**config.mk**
```make
export PLATFORM = sky130hd
export DESIGN_NAME = ram_seq
export DESIGN_NICKNAME = d
export VERILOG_FILES = /design/src/rtl/ram_seq.sv
export SDC_FILE = /design/constraint.sdc
export NUM_CORES = 2
export LEC_CHECK = 0
export BUFFER_PORTS_ARGS = -buffer_cell sky130_fd_sc_hd__buf_4
export CORE_MARGIN = 4
export CORE_UTILIZATION = 57
export CTS_CLUSTER_SIZE = 25
export DETAILED_ROUTE_END_ITERATION = 8
export PLACE_DENSITY = 0.76
export REMOVE_ABC_BUFFERS = 1
export SYNTH_ARGS = -nofsm -noshare
export SYNTH_HDL_FRONTEND = slang
export SYNTH_SLANG_ARGS = --single-unit
```
**constraint.sdc**
```tcl
create_clock -name clock -period 2.9 [get_ports clock]
set_input_delay 0.58 -clock clock [delete_from_list [all_inputs] [get_ports clock]]
set_output_delay 0.58 -clock clock [all_outputs]
set_load 0.01 [all_outputs]
```
**src/rtl/ram_seq.sv**
```systemverilog
// Record-and-replay memory: words streamed in during FILL are returned in write
// order during DUMP through a ROM-style get/out/empty port.
module ram_seq #(
   parameter int W    = 8,
   parameter int SIZE = 256,
   localparam int AW  = $clog2(SIZE + 1)
) (
   input  logic          clock,
   input  logic          reset,
   input  logic          put,
   input  logic [W-1:0]  in,
   output logic          full,
   input  logic          seal,
   input  logic          clear,
   input  logic          get,
   output logic [W-1:0]  out,
   output logic          empty,
   output logic [AW-1:0] count
);

   localparam int IW = (SIZE > 1) ? $clog2(SIZE) : 1;
   localparam logic [AW-1:0] SIZE_C = AW'(SIZE);

   typedef enum logic {FILL, DUMP} state_t;

   state_t        state;
   logic [AW-1:0] wi;
   logic [AW-1:0] ri;
   logic [W-1:0]  m [0:SIZE-1];
   logic          wr_en;

   assign full  = (state == DUMP) | (wi == SIZE_C);
   assign empty = (state == FILL) | (ri == wi);
   assign count = wi;

   // clear and reset both outrank a put landing on the same edge
   assign wr_en = put & ~full & ~clear & ~reset;

   // NOTE: storage is deliberately left out of reset so it maps onto plain RAM;
   // replay can only reach indices below wi, which were all written after clear.
   always_ff @(posedge clock) begin
      if (wr_en)
         m[wi[IW-1:0]] <= in;
   end

   // NOTE: all state here uses non-blocking assignments so every branch sees
   // the pre-edge values of wi/ri/state, matching the hardware it describes.
   always_ff @(posedge clock) begin
      if (reset) begin
         state <= FILL;
         wi    <= '0;
         ri    <= '0;
         out   <= '0;
      end else if (clear) begin
         state <= FILL;
         wi    <= '0;
         ri    <= '0;
      end else begin
         case (state)
            FILL: begin
               if (put && wi != SIZE_C)
                  wi <= wi + 1'b1;
               if (seal) begin
                  state <= DUMP;
                  ri    <= '0;
               end
            end
            DUMP: begin
               if (seal) begin
                  ri <= '0;
               end else if (get && ri != wi) begin
                  out <= m[ri[IW-1:0]];
                  ri  <= ri + 1'b1;
               end
            end
            default: state <= FILL;
         endcase
      end
   end

endmodule
```
# == Word-level counts from Yosys, hierarchy flattened ==
# Memories as Yosys holds them, arrays and structs flattened. A register that Yosys moved wholly into a read port is not among the register bits.
# Index checks and enable logic that the tools add are counted.
# classes
eq_ne,6
addsub,2
muxes,8
n_reduce_logical,6
bitwise_logic,10
# op_table
op,count
2-to-1 mux 9 bit,3
"adder 9 x 1 -> 9 bit, second input constant",2
one-hot mux 9 bit (2 select lines),1
equality test 9 bit,1
"equality test 9 bit, second input constant",1
inequality test 9 bit,1
"inequality test 9 bit, second input constant",1
inverter 1 bit,5
2-to-1 mux 1 bit,4
AND reduction 2 bit,2
AND reduction 4 bit,1
bitwise AND 1 bit,3
"inequality test 3 x 2 -> 1 bit, second input constant",1
logical AND 1 bit,2
"inequality test 2 bit, second input constant",1
bitwise OR 1 bit,2
OR reduction 2 bit,1
# totals
n_memories,1
ram_bits,2048
register_bits,19
output_inout_bits,19
wordCells,36
# memory_table
name,depth,width,read_ports,rd_ports_with_merged_regs,wr,line_no,rtl
m,256,8,1,1,1,29,logic [W-1:0] m [0:SIZE-1];

# == Depth between registers and ports, before layout ==
# depth
depth_word,8
ltp_mapped,13
depth_no_buf,8

# == Worst setup path before layout ==
# OpenSTA, ideal clock, no wires.
# synth_timing
path_type,reg-to-reg
start,"register wi[0], in the netlist count[0]"
end,"memory m[197][0], enable pin"
arrival_time_ns,2.899
period_less_slack_ns,3.294
path_stages_with_launch,9
path_slack_ns,-0.394
path_cell_list,dfxtp_1 > inv_1 > ha_1 > a41oi_1 > nand2_1 > nor2_1 > buf_2 > nand3_1 > nor4_1
# synth_between
elab_chain_cells,8
# synth_rtl
item,line_no,rtl
from (decl),27,logic [AW-1:0] wi;
from (signal assigned),62,wi <= wi + 1'b1;
equality test 9 bit,32,assign full = (state == DUMP) | (wi == SIZE_C);
bitwise OR 1 bit,32,
inverter 1 bit,37,assign wr_en = put & ~full & ~clear & ~reset;
bitwise AND 1 bit (3 in series),37,
2-to-1 mux 1 bit,42,if (wr_en)
2-to-1 mux 1 bit (implied by the code),43,m[wi[IW-1:0]] <= in;
to (decl),29,
# Several ways; a longest one is shown, not always the timed one.

# == Worst setup path in the final report ==
# layout_timing
start,register ri[0]
end,"register out[7], read port of m"
# layout_between
elab_chain_cells,3
# layout_rtl
item,line_no,rtl
from (decl),28,logic [AW-1:0] ri;
from (signal assigned),73,ri <= ri + 1'b1;
inequality test 9 bit,71,end else if (get && ri != wi) begin
logical AND 1 bit,71,
AND reduction 4 bit (no line),--,
to (decl),16,"output logic [W-1:0] out,"
# Several ways; a longest one is shown, not always the timed one.
# A chain may end at the register's enable or synchronous reset.

==> reports/qor.yml <==
outcome:
  status: "finished, violations left"
  violations: "negative setup slack"
sta:
  fin_ws_ns: -0.0333
  slew_violations: 0
  final-setup-viol-count: 4
  hold_viol: 0
  worst_pin_slew_ns: 0.810
  fmax_mhz: 341
  skew_ns: 0.0315
  relSlewSlack: 0.458
  grt_setup_unrepaired: "true"
  period_minus_slack_ns: 2.93
  post-route-period-util: 1.01
worst_setup_path:
  cp_cell_sequence: "buf_12 -> buf_16 -> buf_4 -> mux4_2 -> a32o_2 -> a221oi_2 -> buf_4 -> o2111ai_4 -> a22oi_2 -> buf_4 -> o32ai_1"
  r2r_start: "ri[0]"
  cpLargestDelayFamily: "compound AO/OA/AOI/OAI gates"
  cp-startpoint: "ri[0]"
  crit_required_ns: 3.62
  rr_worst_depth: 11
  r2r_setup_slack_ns: -0.03
  crit_end: "out[7]"
  cp.arrival_ns: 3.66
  cp_common_cell: "buf_4"
  crit_type: "flip-flop to flip-flop"
  start_kind: "flip-flop"
  slowest_stage: "mux4_2"
  worstPathBufferInverterCount: 5
  end_kind: "flip-flop"
  crit_path_max_incr_delay_ns: 0.48
  rr_endpoint: "out[7]"
  cp_max_fo: 14
  cp_num_cells: 11
route:
  num_vias: 44500
  drc: 0
  wire_per_inst_um: 32.0
  first_pass_iters: 9
  routed_via_density: 6.63
  drtIter0Drc: 7298
  ant_nets: 0
  wl_um: 215000
synthesis:
  synth_largest_area_cell: "edfxtp_1"
  ys_seq_area_frac: 0.762
  synthCells: 3951
  yosys-top-cells-area: "edfxtp_1 (76%), mux4_2 (12%), mux2i_1 (2.1%), nor2_1 (1.5%), mux4_1 (1.3%)"
  ys_seq_elements: 2075
  avgSynthCellArea_um2: 20.6
  synth_cell_types: 78
  yosys.area.top_type_share: 0.755
  yosys-top-cells-count: "edfxtp_1 (2048), mux4_2 (418), nor2_1 (326), mux2i_1 (174), nand2_1 (114)"
  syn-cell-area_um2: 81500
  synth_edf_count: 2048
  synthFlopType: "edfxtp_1"
  yosys_warnings: 0
  synthArstFlopShare: 0
  yosysMostFrequentCell: "edfxtp_1"
cells_and_area:
  fill_cells: 8372
  areaGrowthSynthToFinish_pct: 17.6
  layout-drive-gt1-share: 0.326
  utilization: 0.675
  final_nets: 4668
grt:
  grt_max_degree: 101
  antenna_found_initial: 6
  grt_pass1_wl_um: 309000
  grt_pass1_vias: 44300
  grt.total_usage: 0.289
  overflow: 0
clock_tree:
  cts.path.max_buffers: 3
  clk_pin_slew_ns: 0.07
  cts_tree: "built"
  clock_latency_ns: 0.84
  cts_buffers: 195
  cts.sinks: 2075
  h-tree-depth: 4
  root_buffer: "clkbuf_16"
power_and_ir_drop:
  leakagePower_nw: 30.5
  p_per_area_nw_per_um2: 606
  total_power_mw: 58.0
  ir_drop_mv: 0.751
min_path:
  hold_class: "input pin to flip-flop"
  min_from: "seal"
place:
  place_hpwl_um: 131000
  port_buffers: 32
  gp_congestion: 0.934
floorplanning:
  die_x_um: 386
  dieArea_um2: 149000
  start_util: 0.575
  die_y_um: 386
  rows: 138
  ios: 33
  core_area_um2: 142000
run:
  maxCapViolCount: 0
## per-stage QoR
stage                     area (um2)  instances  setup WS [ns]  hold WS (ns)  setup TNS (ns)
after floorplan                79800       3708         -22.18         0.472         -723.67
after global placement         88300       6290         -0.385         0.489          -0.967
after detailed placement       88300       6290         -0.409         0.502           -1.33
after CTS                      94900       6668       -0.00900        0.0111        -0.00900
after global routing           95700       6704        -0.0557        0.0527          -0.305
final                          95800       6708        -0.0333        0.0624         -0.0732
## how the worst min path moves through the flow
stage,endpoint,slack (ns),depth (start not counted)
floorplan,state,0.47,2
global placement,state,0.49,2
detailed placement,state,0.50,2
CTS,state,0.01,3
global route,state,0.05,3
finish,state,0.06,3
## cell usage in the layout, fill, tap and decap left out, types with 39 or more instances in the layout
cell / n
edfxtp_1: 2048
buf_4: 630
mux4_2: 422
nor2_1: 318
clkbuf_16: 201
mux2i_1: 157
nand2_1: 106
buf_12: 64
clkinv_1: 56
a21oi_1: 51
clkbuf_1: 48
o221ai_1: 40
o22ai_1: 39
## state kept, by name, indices dropped and copies added, names as in the netlist
| name | count |
|---|---|
| ri | 9 |
| count | 9 |
| m | 2048 |
| out | 8 |
| state | 1 |
## power breakdown
part | total, mW | leakage, nW | internal [mW] | switching, mW
Combinational | 0.779 | 8.91 | 0.151 | 0.628
Clock | 24.3 | 2.93 | 13.3 | 11.1
Sequential | 32.9 | 18.6 | 32.9 | 0.00528
Total | 58.0 | 30.5 | 46.3 | 11.7
## routing by layer
| metal | up-vias | track usage | share of wire | wire (um) |
|---|---|---|---|---|
| met2 | 3236 | 0.450 | 0.48 | 103000 |
| met5 | - | 0 | 0.00014 | 31 |
| met3 | 540 | 0.0746 | 0.12 | 26500 |
| li1 | 17800 | - | - | - |
| met4 | 4 | 0.119 | 0.044 | 9370 |
| met1 | 22900 | 0.397 | 0.35 | 75700 |
## cell type report
cell class | instances | area (um2) | area share
Clock inverter | 117 | 912 | 0.00953
Inverter | 6 | 25.0 | 0.000261
Sequential cell | 2075 | 62100 | 0.648
Multi-Input combinational cell | 1627 | 18400 | 0.193
Clock buffer | 245 | 5110 | 0.0534
Antenna cell | 4 | 10.0 | 0.000105
Timing Repair Buffer | 744 | 6840 | 0.0714
Tap cell | 1890 | 2360 | 0.0247
## logic make-up (layout without fill, tap and decap cells)
logic type	count (synthesis)	in the layout	synth area share
fa+ha+maj	5	5	0.000768
buf+inv	249	1112	0.0205
xor+xnor	24	24	0.00258
flops	2075	2075	0.762
simple gates	613	613	0.0334
mux	649	649	0.152
compound gates	336	336	0.0288
other cells	0	4	0
## tightest hold or removal path: stages
cell	delay [ns]
buf_4	0.15
nor2_1	0.06
nor2_1	0.07
## timing repair
item / CTS / global route
cloned: 2 / 4
pin swaps: 9 / 28
endpoints found under the setup margin: 10 / 20
resized for setup: 73 / 105
buffers inserted: 14 / 38
hold buffers: 0 / 0
Note: power is estimated with default switching activity, not from simulation.
